File: config.mk
export PLATFORM = sky130hd
export DESIGN_NAME = five_click_detector_flat
export DESIGN_NICKNAME = d
export VERILOG_FILES = /design/src/rtl/five_click_detector_pkg.sv /design/src/rtl/five_click_detector_if.sv /design/src/rtl/five_click_detector_edge_detect.sv /design/src/rtl/five_click_detector.sv /design/src/flat_wrapper.sv
export SDC_FILE = /design/constraint.sdc
export NUM_CORES = 1
export LEC_CHECK = 0
export ABC_CLOCK_PERIOD_IN_PS = 2490
export CORE_ASPECT_RATIO = 1.75
export CORE_UTILIZATION = 45
export CTS_CLUSTER_SIZE = 28
export DETAILED_ROUTE_END_ITERATION = 8
export PLACE_DENSITY_LB_ADDON = 0.25
export SETUP_SLACK_MARGIN = 0.02
export SLEW_MARGIN = 25
export SYNTH_ARGS = -nofsm -noshare
export SYNTH_HDL_FRONTEND = slang
export SYNTH_HIERARCHICAL = 1
export SYNTH_SLANG_ARGS = --single-unit
export TNS_END_PERCENT = 5
File: constraint.sdc
create_clock -name clk -period 2.49 [get_ports clk]
set_input_delay 0.498 -clock clk [delete_from_list [all_inputs] [get_ports clk]]
set_output_delay 0.498 -clock clk [all_outputs]
set_load 0.005 [all_outputs]
File: src/rtl/five_click_detector_pkg.sv
// Shared types and default timing for the five-click detector.
// Optional left-button cancel is enabled by FIVE_CLICK_LEFT_CANCEL_EN.
package five_click_detector_pkg;

  typedef enum logic [1:0] {
    IDLE     = 2'd0,
    COUNTING = 2'd1,
    FIRE     = 2'd2,
    COOLDOWN = 2'd3
  } fcd_state_t;

  localparam int DEF_CLICK_TARGET    = 5;
  localparam int DEF_WINDOW_CYCLES   = 100_000_000;
  localparam int DEF_COOLDOWN_CYCLES = 50_000_000;

  function automatic int max_int(input int a, input int b);
    return (a > b) ? a : b;
  endfunction

endpackage

File: src/rtl/five_click_detector_if.sv
// Button-level inputs and strobe/debug outputs of the detector.
// Stimulus side is master, detector side is slave.
interface five_click_detector_if;
  logic       en;
  logic       r_click;
  logic       l_click;
  logic       five_r_click;
  logic [3:0] click_cnt;
  logic       busy;

  modport master (
    output en, r_click, l_click,
    input  five_r_click, click_cnt, busy
  );

  modport slave (
    input  en, r_click, l_click,
    output five_r_click, click_cnt, busy
  );
endinterface

File: src/rtl/five_click_detector_edge_detect.sv
// Rising-edge detector with configurable previous-value reset.
// RST_VAL=1 keeps a button held across reset from looking like a press.
module click_edge_detect #(
  parameter logic RST_VAL = 1'b1
) (
  input  logic clk,
  input  logic rst_n,
  input  logic i_lvl,
  output logic o_rise
);

  logic r_prev;

  // remember last level every cycle
  always_ff @(posedge clk or negedge rst_n) begin
    if (!rst_n) r_prev <= RST_VAL;
    else        r_prev <= i_lvl;
  end

  assign o_rise = i_lvl & ~r_prev;

endmodule

File: src/rtl/five_click_detector.sv
// Counts right-click edges in a window; strobes once at the target.
// FIVE_CLICK_LEFT_CANCEL_EN: a left-click edge aborts counting.
module five_click_detector
  import five_click_detector_pkg::*;
#(
  parameter int CLICK_TARGET    = DEF_CLICK_TARGET,
  parameter int WINDOW_CYCLES   = DEF_WINDOW_CYCLES,
  parameter int COOLDOWN_CYCLES = DEF_COOLDOWN_CYCLES
) (
  input logic                 clk,
  input logic                 rst,
  five_click_detector_if.slave bus
);

  localparam int TW =
    $clog2(max_int(WINDOW_CYCLES, COOLDOWN_CYCLES) + 1);
  localparam logic [3:0] CNT_TGT = 4'(CLICK_TARGET);
  localparam logic [TW-1:0] WIN_LAST = TW'(WINDOW_CYCLES - 1);
  localparam logic [TW-1:0] CD_LAST = TW'(COOLDOWN_CYCLES - 1);

  fcd_state_t    r_state;
  logic [3:0]    r_cnt;
  logic [TW-1:0] r_timer;
  logic [TW-1:0] w_timer_inc;
  logic          w_r_edge;
  logic          w_l_cancel;

  click_edge_detect #(.RST_VAL(1'b1)) u_r_edge (
    .clk   (clk),
    .rst_n (rst),
    .i_lvl (bus.r_click),
    .o_rise(w_r_edge)
  );

`ifdef FIVE_CLICK_LEFT_CANCEL_EN
  click_edge_detect #(.RST_VAL(1'b1)) u_l_edge (
    .clk   (clk),
    .rst_n (rst),
    .i_lvl (bus.l_click),
    .o_rise(w_l_cancel)
  );
`else
  logic w_unused_l;
  assign w_unused_l = bus.l_click;
  assign w_l_cancel = 1'b0;
`endif

  assign w_timer_inc = (&r_timer) ? r_timer : r_timer + 1'b1;

  // window/cooldown FSM with saturating timer
  always_ff @(posedge clk or negedge rst) begin
    if (!rst) begin
      r_state <= IDLE;
      r_cnt   <= '0;
      r_timer <= '0;
    end else begin
      unique case (r_state)
        IDLE: begin
          r_cnt   <= '0;
          r_timer <= '0;
          if (bus.en && w_r_edge) begin
            r_state <= COUNTING;
            r_cnt   <= 4'd1;
          end
        end
        COUNTING: begin
          r_timer <= w_timer_inc;
          if (!bus.en || w_l_cancel) begin
            r_state <= IDLE;
            r_cnt   <= '0;
            r_timer <= '0;
          end else if (w_r_edge) begin
            if (r_cnt + 4'd1 == CNT_TGT) begin
              r_state <= FIRE;
              r_cnt   <= CNT_TGT;
            end else begin
              r_cnt <= r_cnt + 4'd1;
            end
          end else if (r_timer == WIN_LAST) begin
            r_state <= IDLE;
            r_cnt   <= '0;
            r_timer <= '0;
          end
        end
        FIRE: begin
          r_state <= COOLDOWN;
          r_cnt   <= '0;
          r_timer <= '0;
        end
        COOLDOWN: begin
          r_cnt   <= '0;
          r_timer <= w_timer_inc;
          if (r_timer == CD_LAST) begin
            r_state <= IDLE;
            r_timer <= '0;
          end
        end
        default: begin
          r_state <= IDLE;
          r_cnt   <= '0;
          r_timer <= '0;
        end
      endcase
    end
  end

  assign bus.five_r_click = (r_state == FIRE);
  assign bus.busy         = (r_state != IDLE);
  assign bus.click_cnt    = r_cnt;

endmodule

File: src/flat_wrapper.sv
// flat-port wrapper written by rule: the top's interface ports become plain ports
module five_click_detector_flat import five_click_detector_pkg::*;
#(
  parameter int CLICK_TARGET    = DEF_CLICK_TARGET,
  parameter int WINDOW_CYCLES   = DEF_WINDOW_CYCLES,
  parameter int COOLDOWN_CYCLES = DEF_COOLDOWN_CYCLES
)
  (clk, rst, bus_en, bus_r_click, bus_l_click, bus_five_r_click, bus_click_cnt, bus_busy);
  five_click_detector_if bus_i ();
  input logic clk;
  input logic rst;
  input wire logic [$bits(bus_i.en)-1:0] bus_en;
  input wire logic [$bits(bus_i.r_click)-1:0] bus_r_click;
  input wire logic [$bits(bus_i.l_click)-1:0] bus_l_click;
  output wire logic [$bits(bus_i.five_r_click)-1:0] bus_five_r_click;
  output wire logic [$bits(bus_i.click_cnt)-1:0] bus_click_cnt;
  output wire logic [$bits(bus_i.busy)-1:0] bus_busy;
  assign bus_i.en = bus_en;
  assign bus_i.r_click = bus_r_click;
  assign bus_i.l_click = bus_l_click;
  assign bus_five_r_click = bus_i.five_r_click;
  assign bus_click_cnt = bus_i.click_cnt;
  assign bus_busy = bus_i.busy;
  five_click_detector #(.CLICK_TARGET(CLICK_TARGET), .WINDOW_CYCLES(WINDOW_CYCLES), .COOLDOWN_CYCLES(COOLDOWN_CYCLES)) u_core (.clk(clk), .rst(rst), .bus(bus_i));
endmodule
# [After elaboration in Yosys (flattened, before gate mapping)]
# Index checks and enable logic that the tools add are counted.
[word_totals] ff_bits=34
[classes] n_addsub=2 n_eq_ne=10 n_mux=19 n_bitwise=2 reduce_logical=7
[op_table] op="$mux W27" n=5
[op_table] op="$pmux W27 S3" n=1
[op_table] op="$add A27 B1 Y27 const B" n=1
[op_table] op="$eq A27 B26 Y1 const B" n=1
[op_table] op="$eq A27 B27 Y1 const B" n=1
[op_table] op="$reduce_and A27 Y1" n=1
[op_table] op="$mux W4" n=4
[op_table] op="$mux W2" n=6
[op_table] op="$pmux W4 S3" n=1
[op_table] op="$pmux W2 S4" n=1
[op_table] op="$add A4 B1 Y4 const B" n=1
[op_table] op="$eq A2 B2 Y1 const B" n=2
[op_table] op="$eq A4 B3 Y1 const B" n=1
[op_table] op="$ne A2 B1 Y1 const B" n=2
[op_table] op="$ne A4 B2 Y1 const B" n=1
[op_table] op="$ne A4 B4 Y1 const B" n=1
[op_table] op="$reduce_and A4 Y1" n=1
[op_table] op="$reduce_or A2 Y1" n=2
[op_table] op="$eq A2 B1 Y1 const B" n=1
[op_table] op="$logic_not A2 Y1" n=1
[op_table] op="$reduce_bool A2 Y1" n=1
[op_table] op="$and A1 B1 Y1" n=1
[op_table] op="$logic_and A1 B1 Y1" n=1
[op_table] op="$mux W1" n=1
[op_table] op="$not A1 Y1" n=1

# [Logic depth before layout (Yosys ltp)]
# Gate-level depths: netlist of the first run.
[depth] ltp_word=6 ltp_mapped=8

# [Cells and area by module]
# Netlist of the first run, hierarchy kept.
[modules_own_cells] module="five_click_detector" n_inst=1 cells_per_inst=225 area_each_um2=2018.2 seq_area_each_um2=825.8
[modules_own_cells] module="click_edge_detect" n_inst=1 cells_per_inst=2 area_each_um2=40.0 seq_area_each_um2=26.3

# [Worst setup path before layout of the first run]
# Ideal clock, no wire load.
[synth_timing] path_type="reg2reg" from="register u_core.r_timer[17]" to="register u_core.r_timer[15]" setup_ns=0.126 arrival_ns=2.064 slack_ns=0.300 stages_incl_launch_ff=8 path_buffers=2 synth_period_minus_slack_ns=2.190 cell_sequence="dfrtp_1 -> or4b_1 -> or4_1 -> nor4_1 -> o22a_1 -> buf_4 -> buf_6 -> a21oi_1"
[synth_between] elab_chain_len=6 elab_cells_between_ends=9 classes_between="2 x eq/ne; 6 x mux; 1 x reduce/logical"
[synth_lines] element="start, declared" line_no="five_click_detector.sv:23" rtl="logic [TW-1:0] r_timer;"
[synth_lines] element="start signal, assigned" line_no="five_click_detector.sv:67" rtl="r_timer <= w_timer_inc;"
[synth_lines] element="start signal, assigned" line_no="five_click_detector.sv:92" rtl="r_timer <= w_timer_inc;"
[synth_lines] element="$reduce_and A27 Y1" line_no="five_click_detector.sv:48" rtl="assign w_timer_inc = (&r_timer) ? r_timer : r_timer + 1'b1;"
[synth_lines] element="$mux W27" line_no="five_click_detector.sv:48"
[synth_lines] element="$mux W27" line_no="five_click_detector.sv:79" rtl="end else if (r_timer == WIN_LAST) begin"
[synth_lines] element="$mux W27" line_no="five_click_detector.sv:72" rtl="end else if (w_r_edge) begin"
[synth_lines] element="$mux W27" line_no="five_click_detector.sv:68" rtl="if (!bus.en || w_l_cancel) begin"
[synth_lines] element="$pmux W27 S3 *" line_no="five_click_detector.sv:57" rtl="unique case (r_state)"
# Mark *: on every way between the ends. The rest lies on a longest branch, timed or not.
# A chain may end at the register's enable or synchronous reset.

# [Worst setup path in the final report of the first run]
[layout_timing] from="register u_core.r_timer[4]" to="register u_core.r_timer[25]"
[layout_between] elab_chain_len=6 elab_cells_between_ends=10 classes_between="1 x add/sub; 2 x eq/ne; 6 x mux; 1 x reduce/logical"
[layout_lines] element="$add A27 B1 Y27 or $reduce_and A27 Y1 (tied branches)" line_no="five_click_detector.sv:48"
[layout_lines] element="$mux W27" line_no="five_click_detector.sv:48"
[layout_lines] element="$mux W27" line_no="five_click_detector.sv:79"
[layout_lines] element="$mux W27" line_no="five_click_detector.sv:72"
[layout_lines] element="$mux W27" line_no="five_click_detector.sv:68"
[layout_lines] element="$pmux W27 S3 *" line_no="five_click_detector.sv:57"
# Marks and branches as above.

==> metrics.txt, run 1 <==
Placed Area=about 0.0023 mm2; Num CTS Buffers=5; number of distinct library cells after synthesis=between 50 and 60; DR WL/cell=16.2 um; clock slew at reported path FFs=around 0.070 ns; Psw=0.000309 W; post-route met1 wirelength=~1800 um; area added between synthesis and finish=15.4%; Setup Fix Bufs, Post-CTS=0; internal power=0.000857 W; worst path bufs/invs=1; Worst-Margin Slew=approximately 0.58 ns; Sw Ratio=26.5%; leading area contributor after synthesis=dfrtp_1; final hold violations=0; global route total overflow=0; dpl hpwl=between 3000 and 4000 um; ANT nets after route=0; Slew Viols, Final=0; drt first pass iters=4; CP top delay family=simple AND/OR/NAND/NOR gates; CP Launch Type=flop; cts-stage hold buffer count=0; via density per instance=approximately 6.1; hold path depth=2; Layout Nets=~260; routed wl met3=136 um; Clock Latency Late Sink=around 0.29 ns; clock tree buffer depth=2; Setup crit end kind=flop; final std cells w/o fill=around 300; CP required=roughly 2.7 ns; Slowest Stage Delay on Critical Path=~0.71 ns; clock share of power=36.0%; Critical-path top delay cell=or4b_2; utilization after layout=53.9%; total power draw=0.00117 W; H-tree levels=2; Yosys reg bits=34; Peak supply drop=0.359 mV; Port-buffer cells=9; CTS-repair resized insts=0; largest net degree at the start of global routing=35; Post-Route WL=roughly 5000 um; global-route wire length before repair=around 8100 um; CTS sink cnt=34; die footprint=0.00486 mm2; post-synthesis cell count=roughly 230; Crit path arrival time=around 2.5 ns; number of I/O pins=11; CTS tree=yes; final setup TNS=0 ns; min cycle time layout=around 2.4 ns; Final setup violation count=0; number of cells after detailed placement=around 290; Core Rows=32; Synth warnings=6; sequential share of the synthesized area=approximately two fifths; Power Density=491 mW/mm2; Fillers=between 400 and 500; Iteration-0 DRC Markers=76; Synth Flop Type=dfrtp_1; Starting Density=roughly 47%; vias in the first global route=1,829; Root Driver=clkbuf_8; worst clock skew=slightly below 0.007 ns; fin area=0.00237 mm2; max cap viols=0; die extent in y=91.5 um; share of cells above drive strength 1=between 10% and 20%; Worst R2R Path Depth=6; Seq pwr share=50.6%; Comb power frac=between 10% and 20%; Placer Congestion=0.838; Rel. slew slack=between 60% and 70%; status=completed; number of synthesized flops with an enable pin=0; routed length on met2=between 2000 and 3000 um; CP cell instances=nand3_1 -> or4b_2 -> o41ai_2 -> o22a_1 -> buf_12 -> a311oi_1; reg-to-reg setup timing slack=approximately 0.14 ns; initial antenna violation count=0; static leakage=0.878 nW; Syn Nets=235; Tcrit/Tclk final=about 94%; RSZ-0062 raised after global routing=false; ys async rst share=between 90% and 100%; RR Endpoint=u_core/r_timer[25]; R2R Path Start=u_core/r_timer[4]; routed via count=between 1,500 and 2,000; Area contributors post-synth=dfrtp_1, xnor2_1, nor2_1; Setup CP Type=flop to flop; mapped cell area=0.00206 mm2; fmax=0.425 GHz; Hold Startpoint=u_core/r_timer[26]; Synth top area share=40.1%; Residual DRC=0; Top Layer Used=met4; worst hold path type=flop to flop; ANT cells=0; Die Width=53.1 um; Tot GR Track Use=between 20% and 30%; WHS Endpoint=u_core/r_timer[26]; Core ar.=roughly 0.0044 mm2; Worst Path Max Fanout=27; Mean Syn Cell Area=~9.1 um2
power by group through the flow:
stage	Clock (W)	Sequential [W]	Combinational (W)
4_1_cts	0.000435	0.000590	0.000158
3_3_place_gp	0	0.000601	0.000158
2_1_floorplan	0	0.000595	0.000103
3_5_place_dp	0	0.000600	0.000158
5_1_grt	0.000447	0.000594	0.000177
6_report	0.000420	0.000590	0.000156
synth_stat cells, drive strengths merged (4+ instances only):
| library cell | instances |
|---|---|
| nand4 | 10 |
| nand3 | 13 |
| buf | 7 |
| nand2 | 18 |
| dfrtp | 33 |
| or3 | 10 |
| nor4 | 7 |
| and3 | 4 |
| a21oi | 14 |
| xnor2 | 14 |
| o21ai | 7 |
| or4 | 6 |
| inv | 9 |
| nor2 | 26 |
state kept, by name, summed over array words and instances (netlist names), named ones only:
name,flops
u_core/u_r_edge/r_prev,1
u_core/r_timer,27
u_core/bus.click_cnt,4
u_core/r_state,1
how the worst max path moves through the flow:
stage,start,endpoint,slack [ns],depth (start not counted)
3_3_place_gp,u_core/r_timer[25],u_core/r_timer[2],0.17,6
6_report,u_core/r_timer[4],u_core/r_timer[25],0.14,6
4_1_cts,u_core/r_timer[16],u_core/r_timer[2],0.13,6
5_1_grt,u_core/r_timer[4],u_core/r_timer[25],0.05,6
3_5_place_dp,u_core/r_timer[4],u_core/r_timer[25],0.16,6
2_1_floorplan,u_core/r_timer[17],u_core/r_timer[15],0.30,7
per-layer routing:
| layer | vias up | GRT usage, % |
|---|---|---|
| met5 | - | 0 |
| met4 | 0 | 12.7 |
| met3 | 18 | 4.19 |
| met2 | 45 | 42.8 |
| met1 | 912 | 21.0 |
| li1 | 875 | - |
final cells by class:
| cell class | instances | area (um2) | share of cell area, % |
|---|---|---|---|
| Sequential cell | 34 | 852 | 35.9 |
| Clock buffer | 8 | 90.1 | 3.79 |
| Multi-Input combinational cell | 176 | 1120 | 47.2 |
| Tap cell | 51 | 63.8 | 2.69 |
| Timing Repair Buffer | 24 | 215 | 9.06 |
| Inverter | 9 | 33.8 | 1.42 |
worst reg2reg max path, stage by stage, from the launching register on:
cell      delay [ns]
dfrtp_1         0.47
nand3_1         0.20
or4b_2          0.71
o41ai_2         0.36
o22a_1          0.24
buf_12          0.18
a311oi_1        0.06
kinds of logic (layout without fill, tap and decap cells):
| family | after synthesis | count (layout) | share of synthesized area [%] |
|---|---|---|---|
| simple gates | 116 | 116 | 32.5 |
| buf+inv | 17 | 41 | 4.19 |
| compound gates | 39 | 39 | 12.3 |
| mux | 3 | 3 | 1.46 |
| xor+xnor | 15 | 15 | 6.38 |
| flops | 34 | 34 | 41.4 |
| fa+ha+maj | 3 | 3 | 1.82 |
cells in the final DEF (no fill, tap or decap), drive strengths merged, types with 3 or more instances in the layout:
cell type and count:
a211oi 3, xnor2 14, or4b 3, clkdlybuf4s50 9
o21ai 7, clkbuf 8, or3 10, buf 15
nand3 13, mux2i 3, dfrtp 33, nand4 10
and3 4, ha 3, nor2 26, nand2 18
nand3b 3, or4 6, nor4 7, nor3 3
a21oi 14, inv 9
stage by stage:
step	hold slack, ns	worst slack, ns
2_1_floorplan	0.202	0.300
3_3_place_gp	0.555	0.173
3_5_place_dp	0.564	0.158
4_1_cts	0.579	0.134
5_1_grt	0.620	0.0460
6_report	0.575	0.138
No activity file was read; power rests on OpenSTA's default activity.
==> run 2: changes to the inputs <==
--- a/config.mk
+++ b/config.mk
@@ -8,6 +8,7 @@
 export ABC_CLOCK_PERIOD_IN_PS = 2490
 export CORE_ASPECT_RATIO = 1.75
 export CORE_UTILIZATION = 45
+export CTS_CLUSTER_DIAMETER = 150
 export CTS_CLUSTER_SIZE = 28
 export DETAILED_ROUTE_END_ITERATION = 8
 export PLACE_DENSITY_LB_ADDON = 0.25
==> results of run 2 <==
The final DEF is identical to that of run 1; final timing and power are the same.
==> RTL edit, RTL diff (config.mk and constraints of run 2) <==
Make the reset (`rst` and `rst_n`) synchronous in 2 clocked blocks.
--- a/src/rtl/five_click_detector_edge_detect.sv
+++ b/src/rtl/five_click_detector_edge_detect.sv
@@ -12,7 +12,7 @@
   logic r_prev;
 
   // remember last level every cycle
-  always_ff @(posedge clk or negedge rst_n) begin
+  always_ff @(posedge clk) begin
     if (!rst_n) r_prev <= RST_VAL;
     else        r_prev <= i_lvl;
   end
--- a/src/rtl/five_click_detector.sv
+++ b/src/rtl/five_click_detector.sv
@@ -48,7 +48,7 @@
   assign w_timer_inc = (&r_timer) ? r_timer : r_timer + 1'b1;
 
   // window/cooldown FSM with saturating timer
-  always_ff @(posedge clk or negedge rst) begin
+  always_ff @(posedge clk) begin
     if (!rst) begin
       r_state <= IDLE;
       r_cnt   <= '0;
Behaviour: differs if rst is asserted again (counterexample within 4 cycles, from zero or initial values and one cycle with rst low); with rst held inactive, the same outputs for 10 cycles.
==> RTL edit against run 2 <==
Routed wire length is 20% lower; via count fell by 16%; area after synthesis shrank 10%; final area down 13%; core utilization down 1.2 points; sequential cell count stayed put; highest routed layer unchanged; worst setup slack gained 0.31 ns.
Power is not compared: it rests on default switching activity, and its combinational part moved more than twofold at a synthesized area within 25%.
==> RTL edit: results (changes against run 2) <==
final WL=3930 um (was 4900 um); Signal buf overhead=6.08% (was 9.06%); met1 wire length=1500 um (was 1810 um); met2 wire length=2230 um (was 2760 um); CTS Buf Count=5 (unchanged); Fill cells=402 (was 410); largest net degree at the start of global routing=28 (was 35); GRT met1 Usage=19.7% (was 21.0%); period utilization=81.9% (was 94.5%); Worst Tran Pin Value=0.640 ns (was 0.581 ns); Global Route met2 Usage=41.0% (was 42.8%); CP Max Fanout=18 (was 27); Placed Area=1980 um^2 (was 2280 um^2); sequential cell area share=33.1% (was 35.9%); vias in the first global route=1528 (was 1829); clock-cell share of area=4.01% (was 3.79%); Detailed Place HPWL=2900 um (was 3600 um); final non-filler cell area=2060 um^2 (was 2370 um^2); outcome=completed (unchanged); Worst-path clk slew=0.07 ns (about the same); Global Route met3 Usage=3.16% (was 4.19%); Multi-input gate area=1090 um^2 (was 1120 um^2); flop2flop setup slack=0.45 ns (was 0.14 ns); Worst Clk Skew=0.00505 ns (was 0.00681 ns); Non-clk bufs=12 (was 24); row count=30 (was 32); Netlist cell types=45 (was 51); Seq Cell Count=34 (unchanged); Sw Share=20.2%; initial DRC count=35 (was 76); multi-input gates=168 (was 176); ratio of cells with drive above 1 in the final layout=8.48% (was 11.6%); WL per Instance=14.4 um (was 16.2 um); sequential-to-total area share from yosys stat=36.9% (was 41.4%); first-pass GRT wire length=6810 um (was 8100 um); GP Congestion=0.797 (was 0.838); DRT Pass-1 Iters=4 (unchanged); Worst EP arrival=2.26 ns (was 2.51 ns); post-synth top area cell=dfxtp_1 (was dfrtp_1); net count after synthesis=224 (was 235); Final #Nets=233 (was 258); top cells by count, synth=dfxtp_1, nor2_1, xnor2_1, nand2_1 (was dfrtp_1, nor2_1, nand2_1, a21oi_1, xnor2_1)
RTL edit: cell count changes after synthesis, moves of 6 or more:
cell / delta
dfrtp_1: -33
or3_1: -8
dfxtp_1: +34
xnor2_1: +6
RTL edit: critical path, cell delays in order (launching register included):
cell     delay [ns]
dfxtp_1        0.34
ha_1           0.23
and3_1         0.27
and4_4         0.27
a21o_1         0.25
or4_4          0.49
a21oi_2        0.13
RTL edit: cells by family after synthesis:
kind of cell	share of synthesized area, %
and+or+nand+nor	30.9
xor gates and xnor gates	10.4
DFF	36.9
buffers and inverters	4.13
muxes	0.542
adders and majority gates	2.03
AOI/OAI and AO/OA	15.1
RTL edit: final timing paths:
path,from,to,cells after the start
worst max register to register,u_core/r_timer[0],u_core/r_timer[23],6
worst min-delay path,u_core/bus.click_cnt[1],u_core/bus.click_cnt[1],2
worst max-delay path,u_core/r_timer[0],u_core/r_timer[23],6
worst min register to register,u_core/bus.click_cnt[1],u_core/bus.click_cnt[1],2
